===== src/rtl/asyn_fifo_pkg.sv =====
// Shared helpers for the async FIFO write-side pointer logic: Gray/binary
// conversion, multi-bit-change detection and the legal synchroniser depth range.
package asyn_fifo_pkg;

  localparam int SYNC_STAGES_MIN = 2;
  localparam int SYNC_STAGES_MAX = 4;
  localparam int PTR_MAX_W       = 32;

  // Zero-extended Gray input converts correctly because leading zeros add nothing to the XOR prefix.
  function automatic logic [PTR_MAX_W-1:0] gray2bin(input logic [PTR_MAX_W-1:0] g);
    logic [PTR_MAX_W-1:0] b;
    b[PTR_MAX_W-1] = g[PTR_MAX_W-1];
    for (int i = PTR_MAX_W-2; i >= 0; i--) begin
      b[i] = b[i+1] ^ g[i];
    end
    return b;
  endfunction

  function automatic logic [PTR_MAX_W-1:0] bin2gray(input logic [PTR_MAX_W-1:0] b);
    return b ^ (b >> 1);
  endfunction

  function automatic logic popcount_gt1(input logic [PTR_MAX_W-1:0] x);
    return (x & (x - PTR_MAX_W'(1))) != '0;
  endfunction

endpackage


===== src/rtl/asyn_fifo_sync_chain.sv =====
// Single-channel WIDTH x STAGES synchroniser flop chain, no logic between stages.
module asyn_fifo_sync_chain #(
  parameter int WIDTH  = 7,
  parameter int STAGES = 2
) (
  input  logic             clk,
  input  logic             rst_n,
  input  logic [WIDTH-1:0] d,
  output logic [WIDTH-1:0] q
);

  logic [WIDTH-1:0] stage_q [STAGES];

  always_ff @(posedge clk or negedge rst_n) begin
    if (!rst_n) begin
      for (int i = 0; i < STAGES; i++) stage_q[i] <= '0;
    end else begin
      stage_q[0] <= d;
      for (int i = 1; i < STAGES; i++) stage_q[i] <= stage_q[i-1];
    end
  end

  assign q = stage_q[STAGES-1];

endmodule


===== src/rtl/asyn_fifo_ptr_sync_multi.sv =====
// Multi-channel read-to-write Gray pointer synchroniser with free-space/full logic.
// Optional sticky Gray-violation check enabled by ASYN_FIFO_PTR_GRAY_CHECK_EN.
module asyn_fifo_ptr_sync_multi
  import asyn_fifo_pkg::*;
#(
  parameter int ADDR_WIDTH  = 6,
  parameter int SYNC_STAGES = 2,
  parameter int CHANNELS    = 2
) (
  input  logic                               write_clk,
  input  logic                               write_rst_n,
  input  logic [CHANNELS*(ADDR_WIDTH+1)-1:0] read_ptr,
  input  logic [CHANNELS*(ADDR_WIDTH+1)-1:0] write_ptr_bin,
  input  logic [CHANNELS-1:0]                err_clr,
  output logic [CHANNELS*(ADDR_WIDTH+1)-1:0] sync_read_to_write,
  output logic [CHANNELS*(ADDR_WIDTH+1)-1:0] sync_read_bin,
  output logic [CHANNELS*(ADDR_WIDTH+1)-1:0] free_cnt,
  output logic [CHANNELS-1:0]                full,
  output logic [CHANNELS-1:0]                gray_err
);

  localparam int PW = ADDR_WIDTH + 1;
  localparam logic [PW-1:0] DEPTH_V = {1'b1, {ADDR_WIDTH{1'b0}}};

  if (SYNC_STAGES < SYNC_STAGES_MIN || SYNC_STAGES > SYNC_STAGES_MAX) begin : g_bad_stages
    $error("asyn_fifo_ptr_sync_multi: SYNC_STAGES must be in 2..4");
  end

  for (genvar c = 0; c < CHANNELS; c++) begin : g_ch
    logic [PW-1:0] sync_g;
    logic [PW-1:0] bin_q;
    logic [PW-1:0] used;

    asyn_fifo_sync_chain #(
      .WIDTH (PW),
      .STAGES(SYNC_STAGES)
    ) u_chain (
      .clk  (write_clk),
      .rst_n(write_rst_n),
      .d    (read_ptr[c*PW +: PW]),
      .q    (sync_g)
    );

    always_ff @(posedge write_clk or negedge write_rst_n) begin
      if (!write_rst_n) bin_q <= '0;
      else              bin_q <= PW'(gray2bin(PTR_MAX_W'(sync_g)));
    end

    // Modulo subtraction hides pointer wrap; used > DEPTH cannot match, so full stays 0 then.
    assign used                       = write_ptr_bin[c*PW +: PW] - bin_q;
    assign free_cnt[c*PW +: PW]       = DEPTH_V - used;
    assign full[c]                    = (used == DEPTH_V);
    assign sync_read_to_write[c*PW +: PW] = sync_g;
    assign sync_read_bin[c*PW +: PW]  = bin_q;

`ifdef ASYN_FIFO_PTR_GRAY_CHECK_EN
    logic [PW-1:0] prev_q;
    logic          err_q;
    logic          viol;

    assign viol = popcount_gt1(PTR_MAX_W'(sync_g ^ prev_q));

    // A fresh violation outranks a clear arriving in the same cycle.
    always_ff @(posedge write_clk or negedge write_rst_n) begin
      if (!write_rst_n) begin
        prev_q <= '0;
        err_q  <= 1'b0;
      end else begin
        prev_q <= sync_g;
        err_q  <= viol | (err_q & ~err_clr[c]);
      end
    end

    assign gray_err[c] = err_q;
`else
    assign gray_err[c] = 1'b0;
`endif
  end

`ifndef ASYN_FIFO_PTR_GRAY_CHECK_EN
  logic unused_err_clr;
  assign unused_err_clr = ^err_clr;
`endif

endmodule


===== config.mk =====
export PLATFORM = sky130hd
export DESIGN_NAME = asyn_fifo_ptr_sync_multi
export DESIGN_NICKNAME = d
export VERILOG_FILES = /design/src/rtl/asyn_fifo_pkg.sv /design/src/rtl/asyn_fifo_sync_chain.sv /design/src/rtl/asyn_fifo_ptr_sync_multi.sv
export SDC_FILE = /design/constraint.sdc
export NUM_CORES = 1
export LEC_CHECK = 0
export BUFFER_PORTS_ARGS = -buffer_cell sky130_fd_sc_hd__buf_2
export CAP_MARGIN = 40
export CORE_AREA = 2 2 71 73
export DETAILED_ROUTE_END_ITERATION = 6
export DIE_AREA = 0 0 73 75
export PLACE_DENSITY = 0.87
export SLEW_MARGIN = 20
export SYNTH_ARGS = -nofsm -noshare
export SYNTH_HDL_FRONTEND = slang
export SYNTH_SLANG_ARGS = --single-unit

===== constraint.sdc =====
create_clock -name write_clk -period 3.85 [get_ports write_clk]
set_input_delay 0.5775 -clock write_clk [delete_from_list [all_inputs] [get_ports write_clk]]
set_output_delay 0.5775 -clock write_clk [all_outputs]
set_load 0.02 [all_outputs]

Yosys cells after proc, flatten, opt, wreduce, memory -nomap -nowiden

Index checks and enable logic that the tools add are counted.

Bits in registers: 42
Latch bits: 0
RAM bits: 0
Bits in read-only memories: 0
Bits of input ports: 32
Output and inout bits: 46
Word-level logic and storage cells: 24
Memories kept: 0

$add $sub $neg: 4
Multiply operators: 0
Divide/modulo/power cells: 0
Order comparisons: 0
Eq/ne operators: 2
Shift operators: 0
Multiplexer cells: 0
Bitwise logic cells: 12
Reduce and logical (&&, ||, !) cells: 0

Operators with widths:

| kind                                        | count |
|---|---|
| 7-bit equality test (second input constant) | 2 |
| 7-bit subtractor                            | 2 |
| 7-bit subtractor (first input constant)     | 2 |
| 1-bit XOR                                   | 12 |

Logic depth before layout (Yosys ltp)

Gate-level depths: netlist (run 1).

Depth after elaboration: 6
Depth in mapped cells: 10

Hierarchy

A second synthesis (run 1) with hierarchy kept.

Cell total of the unflattened synthesis: 186
Area, all modules: 2150.8 um2

By module, submodules not included:

| module                   | instances | cells an instance | area each (um2) | seq. area each (um2) |
|---|---|---|---|---|
| asyn_fifo_ptr_sync_multi | 1         | 144               | 1345.0          | 350.3 |
| asyn_fifo_sync_chain     | 2         | 21                | 402.9           | 350.3 |

Least setup slack after synthesis (run 1)

No wires, ideal clock.

Kind: input to output
From: in write_ptr_bin[7]
To: out free_cnt[13]
Arrival time: 2.554 ns
Slack: 0.719 ns
Stages: 10
Path buffers: 0
Cells stage by stage: inv_1 > ha_1 > inv_1 > fa_1 > inv_1 > ha_1 > inv_1 > or2_2 > nor4_1 > xor2_1

Cells in the longest elaborated chain, start to end: 2

RTL lines:

| element            | line                           | RTL |
|---|---|---|
| start: declaration | asyn_fifo_ptr_sync_multi.sv:13 | `input logic [CHANNELS*(ADDR_WIDTH+1)-1:0] write_ptr_bin,` |
| 7-bit subtractor   | asyn_fifo_ptr_sync_multi.sv:50 | `assign used = write_ptr_bin[c*PW +: PW] - bin_q;` |
| 7-bit subtractor   | asyn_fifo_ptr_sync_multi.sv:51 | `assign free_cnt[c*PW +: PW] = DEPTH_V - used;` |
| end: declaration   | asyn_fifo_ptr_sync_multi.sv:17 | `output logic [CHANNELS*(ADDR_WIDTH+1)-1:0] free_cnt,` |

No other way between the ends.

Worst setup path in the final report (run 1)

Ends and elaborated chain as after synthesis.

==> reports/metrics.yaml, run 1 <==
path_buf_inv: 6
power.internal_mw: 0.9149
post-place-cells: 299
fin_cells: 307
crit_path_start_kind: "primary input"
p_switching_mw: 0.6556
ys_warn_count: 0
sw_frac_of_total: 0.4174
area_growth_pct: 19.86
p_leak_nw: 1.339
powerDensity_nw_per_um2: 609.9
clk_pin_slew_ns: 0.08
netlist_area_um2: 2148
finalHoldViolCount: 0
drv_cap: 0
combinationalPowerShare: 0.504
ant_nets: 0
cp_max_fo: 2
rsz0062_at_grt: "false"
finalMaxSlewViolations: 0
clk_path_buf_depth: 2
finClkSkew_ns: 0.001786
gp_congestion: 0.8250
wl_per_cell_um: 11.15
wirelength_mm: 3.423
yosysUniqueCellTypes: 29
ctsHtreeMaxLevel: 2
worstSetupPathType: "primary input to primary output"
grt_first_pass_wirelength_mm: 5.492
hp-class: "primary input to asynchronous set/reset pin"
drt_iter0_markers: 26
synth_edf_count: 0
cp_top_family: "adder cells"
ctsResizeCount: 0
clkSinkCount: 42
die_w_um: 73
grt_overflow: 0
ys_seq_elements: 42
period_minus_slack_ns: 3.318
peakVddDrop_v: 0.0003325
drc: 0
yosysSeqAreaShare: 0.4892
critPathMaxStageDelay_ns: 0.45
crit_top_cell: "inv_1"
io_buffer_count: 73
place_area_um2: 2485
grt_use_total: 0.1350
setup_viol: 0
end_kind: "primary output"
start_util: 0.4609
first_pass_iters: 2
grt_max_degree: 34
cts_hold_buffers: 0
cp_slowest_cell: "fa_1"
final.setup.tns_ns: 0
viasPerCell: 4.586
cts_tree: "built"
core_area_um2: 4661
p_clk_frac: 0.171
finalCritPeriodShare: 0.8618
final_cell_mix: "73 x buf_2, 42 x dfrtp_1, 27 x inv_1"
crit_chain: "buf_2 > inv_1 > ha_1 > inv_1 > fa_1 > inv_1 > ha_1 > inv_1 > or2_2 > nor4_1 > xor2_1 > buf_2"
timing.fmax_ghz: 0.3014
drive_gt1_frac: 0.3597
cts_buffers: 5
syn_avg_cell_area_um2: 11.55
die-area_um2: 5475
antennaDiodeCount: 0
outcome: "complete, no violations"
ys.flop_type: "dfrtp_1"
clock_latency_ns: 0.29
antenna_found_initial: 0
place_hpwl_mm: 2.873
final_common_cell: "buf_2"
ioPinCount: 78
clockRootBuffer: "clkbuf_8"
stdcell_area_um2: 2575
fin_nets: 300
fp.dieH_um: 75
grt_pass1_vias: 1291
syn_inst: 186
critPathArrivalTime_ns: 2.74
cts_setup_buffers: 0
seq_power_share: 0.325
rows: 25
vias: 1408
required_ns: 3.27
synthArstFlopShare: 1.000
==> flip-flops by register name, summed over array words and instances, names as in the netlist <==
signal,count
g_ch.bin_q,14
g_ch.u_chain.q,14
g_ch.u_chain.stage_q,14
==> worst paths after layout <==
check                                           startpoint                    to  slack [ns]  cells after the start
worst min-delay path                           write_rst_n  g_ch[0].u_chain.q[1]        0.15                      1
worst min register to register  g_ch[1].u_chain.stage_q[8]  g_ch[1].u_chain.q[1]        0.35                      0
max in group asynchronous                      write_rst_n      g_ch[1].bin_q[1]        3.27                      2
min in group write_clk          g_ch[1].u_chain.stage_q[8]  g_ch[1].u_chain.q[1]        0.35                      0
worst max-delay path                      write_ptr_bin[7]          free_cnt[13]        0.53                     12
worst max register to register        g_ch[0].u_chain.q[5]      g_ch[0].bin_q[0]        2.17                      5
==> kinds of logic (layout without fill, tap and decap cells) <==
group,count (synthesis),after routing,synth area share
other,1,2,0.001746
flip-flops,42,42,0.4892
AO/OA/AOI/OAI,20,20,0.06116
AND/OR/NAND/NOR,34,34,0.08619
buffers and inverters,43,109,0.1031
adder cells (fa/ha/maj),16,16,0.1002
XOR/XNOR,30,30,0.1584
==> Yosys cell counts (2+ instances only) <==
cell / instances / area [µm²]
dfrtp_1: 42 / 1051
inv_1: 27 / 101.4
buf_4: 16 / 120.1
ha_1: 14 / 175.2
xor2_1: 13 / 113.9
a21oi_1: 10 / 50.05
xnor2_1: 9 / 78.83
nor2_1: 6 / 22.52
nand3_1: 5 / 25.02
nor3_1: 4 / 20.02
xnor2_2: 4 / 65.06
nand2_1: 3 / 11.26
nand2b_1: 3 / 18.77
nor3b_1: 3 / 22.52
o211ai_1: 3 / 22.52
a2111o_1: 2 / 22.52
a311oi_1: 2 / 17.52
and2_1: 2 / 12.51
fa_1: 2 / 40.04
nor2b_1: 2 / 12.51
nor4_1: 2 / 12.51
o21ai_0: 2 / 10.01
or4_1: 2 / 15.01
xor2_2: 2 / 32.53
xor3_2: 2 / 50.05
==> area by class of cell <==
class	instances	area (µm²)
Clock buffer	5	68.82
Clock inverter	3	21.27
Fill cell	392	2086
Inverter	27	101.3
Multi-Input combinational cell	102	879.6
Sequential cell	42	1051
Tap cell	54	67.56
Timing Repair Buffer	74	385.4
==> per-stage QoR <==
step / hold WS [ns] / util / power (mW) / setup WS (ns)
after floorplan: 0.2819 / - / 1.110 / 0.7185
after global placement: 0.3310 / 0.5289 / 1.291 / 0.5482
after detailed placement: 0.3347 / 0.5332 / 1.319 / 0.5188
after CTS: 0.1391 / 0.5525 / 1.592 / 0.4995
after global routing: 0.1477 / 0.5525 / 1.690 / 0.3388
final: 0.1457 / 0.5525 / 1.571 / 0.5319
==> power groups by stage <==
stage	logic [mW]	clock network, mW	registers, mW
5_1_grt	0.873	0.300	0.516
3_5_place_dp	0.798	0	0.520
3_3_place_gp	0.773	0	0.518
6_report	0.792	0.268	0.510
4_1_cts	0.801	0.280	0.512
2_1_floorplan	0.555	0	0.555
==> routing by layer <==
layer  up-vias  track usage  share of wire
li1        722            -              -
met1       636       0.1445           0.38
met2        43       0.2412           0.54
met3         7      0.03481          0.047
met4         0      0.07819          0.027
met5         -            0              0
(Power assumes the default switching activity.)
==> run 2: changes to the inputs <==
--- a/config.mk
+++ b/config.mk
@@ -7,10 +7,10 @@
 export LEC_CHECK = 0
 export BUFFER_PORTS_ARGS = -buffer_cell sky130_fd_sc_hd__buf_2
 export CAP_MARGIN = 40
-export CORE_AREA = 2 2 71 73
+export CORE_AREA = 2 2 73 75
 export DETAILED_ROUTE_END_ITERATION = 6
-export DIE_AREA = 0 0 73 75
-export PLACE_DENSITY = 0.87
+export DIE_AREA = 0 0 75 77
+export PLACE_DENSITY = 0.83
 export SLEW_MARGIN = 20
 export SYNTH_ARGS = -nofsm -noshare
 export SYNTH_HDL_FRONTEND = slang
==> run 2 against run 1 <==
  * Clock-buffer cell count stayed put
  * Power fell by 0.12%
  * Critical endpoint unchanged
  * Largest power group unchanged
  * Setup slack got worse by 0.0071 ns
  * Register-to-register slack is essentially flat
  * Combinational power about the same
  * Largest cell class unchanged
  * Via count is 1.3% lower
  * Critical path type is now flop to primary output
  * Global-route usage fell by 0.86 points
==> reports/metrics.yaml, run 2 (same netlist as run 1, synthesis figures left out) <==
antenna_found_initial: 0
critPathArrivalTime_ns: 2.75
gp_congestion: 0.7871
cts_buffers: 5
grt_pass1_vias: 1347
power.internal_mw: 0.9152
clock_latency_ns: 0.29
start_util: 0.4316
outcome: "complete, no violations"
ctsHtreeMaxLevel: 2
io_buffer_count: 73
cts_hold_buffers: 0
powerDensity_nw_per_um2: 605.1
final_cell_mix: "73 x buf_2, 42 x dfrtp_1, 27 x inv_1"
grt_max_degree: 34
setup_viol: 0
p_leak_nw: 1.343
wirelength_mm: 3.388
wl_per_cell_um: 10.49
finClkSkew_ns: 0.007860
clkSinkCount: 42
viasPerCell: 4.300
finalHoldViolCount: 0
finalCritPeriodShare: 0.8637
final_common_cell: "buf_2"
seq_power_share: 0.326
combinationalPowerShare: 0.504
worstSetupPathType: "flop to primary output"
final_core_util: 0.5209
stdcell_area_um2: 2592
cts_setup_buffers: 0
antennaDiodeCount: 0
die_w_um: 75
drive_gt1_frac: 0.3597
hp-class: "primary input to asynchronous set/reset pin"
crit_path_start_kind: "flop"
p_clk_frac: 0.170
p_switching_mw: 0.6534
clk_path_buf_depth: 2
place_ws_ns: 0.4760
fp.dieH_um: 77
required_ns: 3.27
finalMaxSlewViolations: 0
timing.fmax_ghz: 0.3007
ioPinCount: 78
first_pass_iters: 4
final.setup.tns_ns: 0
cts_tree: "built"
place_area_um2: 2505
end_kind: "primary output"
rr_worst_depth: 5
ant_nets: 0
peakVddDrop_v: 0.0003420
clockRootBuffer: "clkbuf_8"
rows: 26
vias: 1389
rsz0062_at_grt: "false"
period_minus_slack_ns: 3.325
grt_overflow: 0
core_area_um2: 4977
area_growth_pct: 20.68
cp_max_fo: 2
drc: 0
drt_iter0_markers: 71
ctsResizeCount: 0
grt_use_total: 0.1263
die-area_um2: 5775
fin_nets: 300
place_hpwl_mm: 2.830
sw_frac_of_total: 0.4166
clk_pin_slew_ns: 0.08
drv_cap: 0
grt_first_pass_wirelength_mm: 5.554
post-route-worst-setup-slack_ns: 0.5248
hold_ws_ns: 0.1416
[run 2: changes by cell type in the layout (fill, tap and decap cells not counted), sizes merged]
cell	before	now
inv	27	28
clkinvlp	1	0
[run 2: final timing paths]
path | end | slack, ns | start
hold / removal | g_ch[0].u_chain.q[1] | 0.14 | write_rst_n
hold reg to reg | g_ch[1].u_chain.q[1] | 0.35 | g_ch[1].u_chain.stage_q[8]
setup / recovery | free_cnt[13] | 0.52 | g_ch[1].bin_q[0]
max in group asynchronous | g_ch[1].bin_q[5] | 3.27 | write_rst_n
min in group write_clk | g_ch[1].u_chain.q[1] | 0.35 | g_ch[1].u_chain.stage_q[8]
setup reg to reg | g_ch[0].bin_q[0] | 2.16 | g_ch[0].u_chain.q[6]
[run 2: power by group through the flow]
stage	Clock (mW)	Combinational (mW)	Sequential, mW
floorplan	0	0.555	0.555
global placement	0	0.779	0.519
detailed placement	0	0.797	0.522
CTS	0.279	0.800	0.513
global route	0.300	0.869	0.519
finish	0.267	0.791	0.511
[run 2: critical path: stages, from the launching register on]
cell     delay [ns]
dfrtp_1        0.40
ha_1           0.20
inv_1          0.07
fa_1           0.42
inv_1          0.07
ha_1           0.17
inv_1          0.04
or2_2          0.30
nor4_1         0.45
xor2_1         0.17
buf_2          0.17
[run 2: layer usage]
metal,vias up,share of wire,global-route usage
met1,621,0.40,0.1440
met4,0,0.028,0.06786
met5,-,0,0
li1,717,-,-
met3,9,0.045,0.02497
met2,42,0.52,0.2158
[run 2: per-stage QoR]
stage / total power [mW] / instances
global route: 1.689 / 323
CTS: 1.592 / 323
global placement: 1.298 / 314
floorplan: 1.110 / 187
detailed placement: 1.319 / 315
finish: 1.569 / 323
[run 2: area by class of cell]
cell class	count	area, µm²
Fill cell	439	2385
Sequential cell	42	1051
Multi-Input combinational cell	102	879.6
Timing Repair Buffer	74	385.4
Inverter	27	101.3
Tap cell	70	87.58
Clock buffer	5	68.82
Clock inverter	3	18.77
==> run 3: changes to the inputs <==
==> constraint.sdc (replaced) <==
create_clock -name write_clk -period 3.1 [get_ports write_clk]
set_input_delay 0.465 -clock write_clk [delete_from_list [all_inputs] [get_ports write_clk]]
set_output_delay 0.465 -clock write_clk [all_outputs]
set_load 0.02 [all_outputs]
==> run 3 against run 2 <==
  * Non-clock buffer count increased by 1
  * Clock skew decreased by 0.0023 ns
  * Global-route usage increased by 0.65 points
  * Sequential power increased by 24%
  * Critical path depth increased by 1
  * Cell count unchanged
  * Clock power increased by 17%
  * Flip-flop and latch count unchanged
  * Combinational power increased by 33%
  * Clock-buffer cell count unchanged
  * Via count increased by 2.0%
  * Hold slack got worse by 0.099 ns
==> reports/metrics.yaml, run 3 (same netlist as run 1, synthesis figures left out) <==
fin_cells: 323
drv_cap: 0
finalCritPeriodShare: 0.9540
cts_hold_buffers: 0
hp-class: "primary input to asynchronous set/reset pin"
first_pass_iters: 4
worstSetupPathType: "flop to primary output"
rsz0062_at_grt: "true"
place_hpwl_mm: 2.907
powerDensity_nw_per_um2: 755.8
clkSinkCount: 42
die-area_um2: 5775
hold_ws_ns: 0.04269
antenna_found_initial: 0
final.setup.tns_ns: 0
fin_nets: 301
viasPerCell: 4.387
grt_pass1_vias: 1347
clk_path_buf_depth: 2
post-place-cells: 316
p_switching_mw: 0.8382
antennaDiodeCount: 0
grt_max_degree: 34
seq_power_share: 0.318
clock_latency_ns: 0.28
cts_tree: "built"
sw_frac_of_total: 0.4201
end_kind: "primary output"
final_cell_mix: "72 x buf_2, 42 x dfrtp_1, 24 x inv_1"
power.internal_mw: 1.157
grt_use_total: 0.1328
finalMaxSlewViolations: 0
area_growth_pct: 22.89
timing.fmax_ghz: 0.3381
final_common_cell: "buf_2"
ctsHtreeMaxLevel: 2
fp.dieH_um: 77
vias: 1417
ioPinCount: 78
wl_per_cell_um: 11.17
clockRootBuffer: "clkbuf_8"
cp_max_fo: 2
die_w_um: 75
io_buffer_count: 73
combinationalPowerShare: 0.526
required_ns: 2.63
outcome: "complete, no violations"
grt_first_pass_wirelength_mm: 5.885
p_leak_nw: 1.347
crit_path_start_kind: "flop"
finalHoldViolCount: 0
grt_overflow: 0
drc: 0
core_area_um2: 4977
drive_gt1_frac: 0.3913
ant_nets: 0
wirelength_mm: 3.609
critPathArrivalTime_ns: 2.49
rows: 26
drt_iter0_markers: 25
period_minus_slack_ns: 2.957
p_clk_frac: 0.156
clk_pin_slew_ns: 0.07
setup_viol: 0
finClkSkew_ns: 0.005541
peakVddDrop_v: 0.0003671
gp_congestion: 0.7863
cts_buffers: 5
start_util: 0.4316
==> run 3: path summary, 6_finish.rpt <==
path	startpoint	endpoint	slack (ns)	cells past startpoint
min reg2reg	g_ch[1].u_chain.stage_q[10]	g_ch[1].u_chain.q[3]	0.35	0
max	g_ch[1].bin_q[0]	free_cnt[13]	0.14	11
min in group write_clk	read_ptr[2]	g_ch[0].u_chain.stage_q[9]	0.29	1
min	write_rst_n	g_ch[0].u_chain.q[1]	0.04	1
max in group asynchronous	write_rst_n	g_ch[1].u_chain.stage_q[11]	2.61	2
max reg2reg	g_ch[0].u_chain.q[6]	g_ch[0].bin_q[0]	1.43	5
==> run 3: final cells by class <==
cell class | count | area [µm²]
Sequential cell | 42 | 1051
Clock buffer | 5 | 68.82
Inverter | 27 | 101.3
Clock inverter | 2 | 10.01
Timing Repair Buffer | 75 | 395.4
Multi-Input combinational cell | 102 | 925.9
Tap cell | 70 | 87.58
Fill cell | 446 | 2337
==> run 3: metrics by stage <==
step | utilization | cell area [µm²] | setup WS (ns) | total power, mW
global placement | 0.5008 | 2492 | -0.002071 | 1.614
global route | 0.5304 | 2640 | -0.03205 | 2.144
CTS | 0.5224 | 2600 | 0.04598 | 1.967
detailed placement | 0.5048 | 2512 | 0.004281 | 1.640
floorplan | - | 2152 | 0.1935 | 1.379
finish | 0.5304 | 2640 | 0.1426 | 1.995
==> run 3: timing repair <==
item | in CTS | in global routing
resized for setup | 2 | 10
pin swaps | 1 | 4
setup endpoints to repair | 2 | 3
buffers inserted | 0 | 0
==> run 3: routing by layer <==
layer	track usage	part of all wire
met5	0	0
met4	0.05893	0.024
met3	0.02628	0.052
met2	0.2228	0.54
met1	0.1613	0.39
==> run 3: critical path: stages (launching register included) <==
cell and delay (ns):
dfrtp_1 0.36, ha_2 0.19, inv_2 0.04, fa_1 0.50, inv_2 0.09, ha_4 0.13, inv_2 0.03, or2_4 0.23
nor4_4 0.20, buf_4 0.15, xor2_1 0.13, buf_4 0.15
==> run 3: power groups by stage <==
| stage | Clock, mW | Combinational [mW] | Sequential [mW] |
|---|---|---|---|
| global placement | 0 | 0.970 | 0.644 |
| floorplan | 0 | 0.689 | 0.690 |
| finish | 0.312 | 1.05 | 0.634 |
| global route | 0.354 | 1.15 | 0.644 |
| detailed placement | 0 | 0.992 | 0.648 |
| CTS | 0.327 | 1.00 | 0.637 |
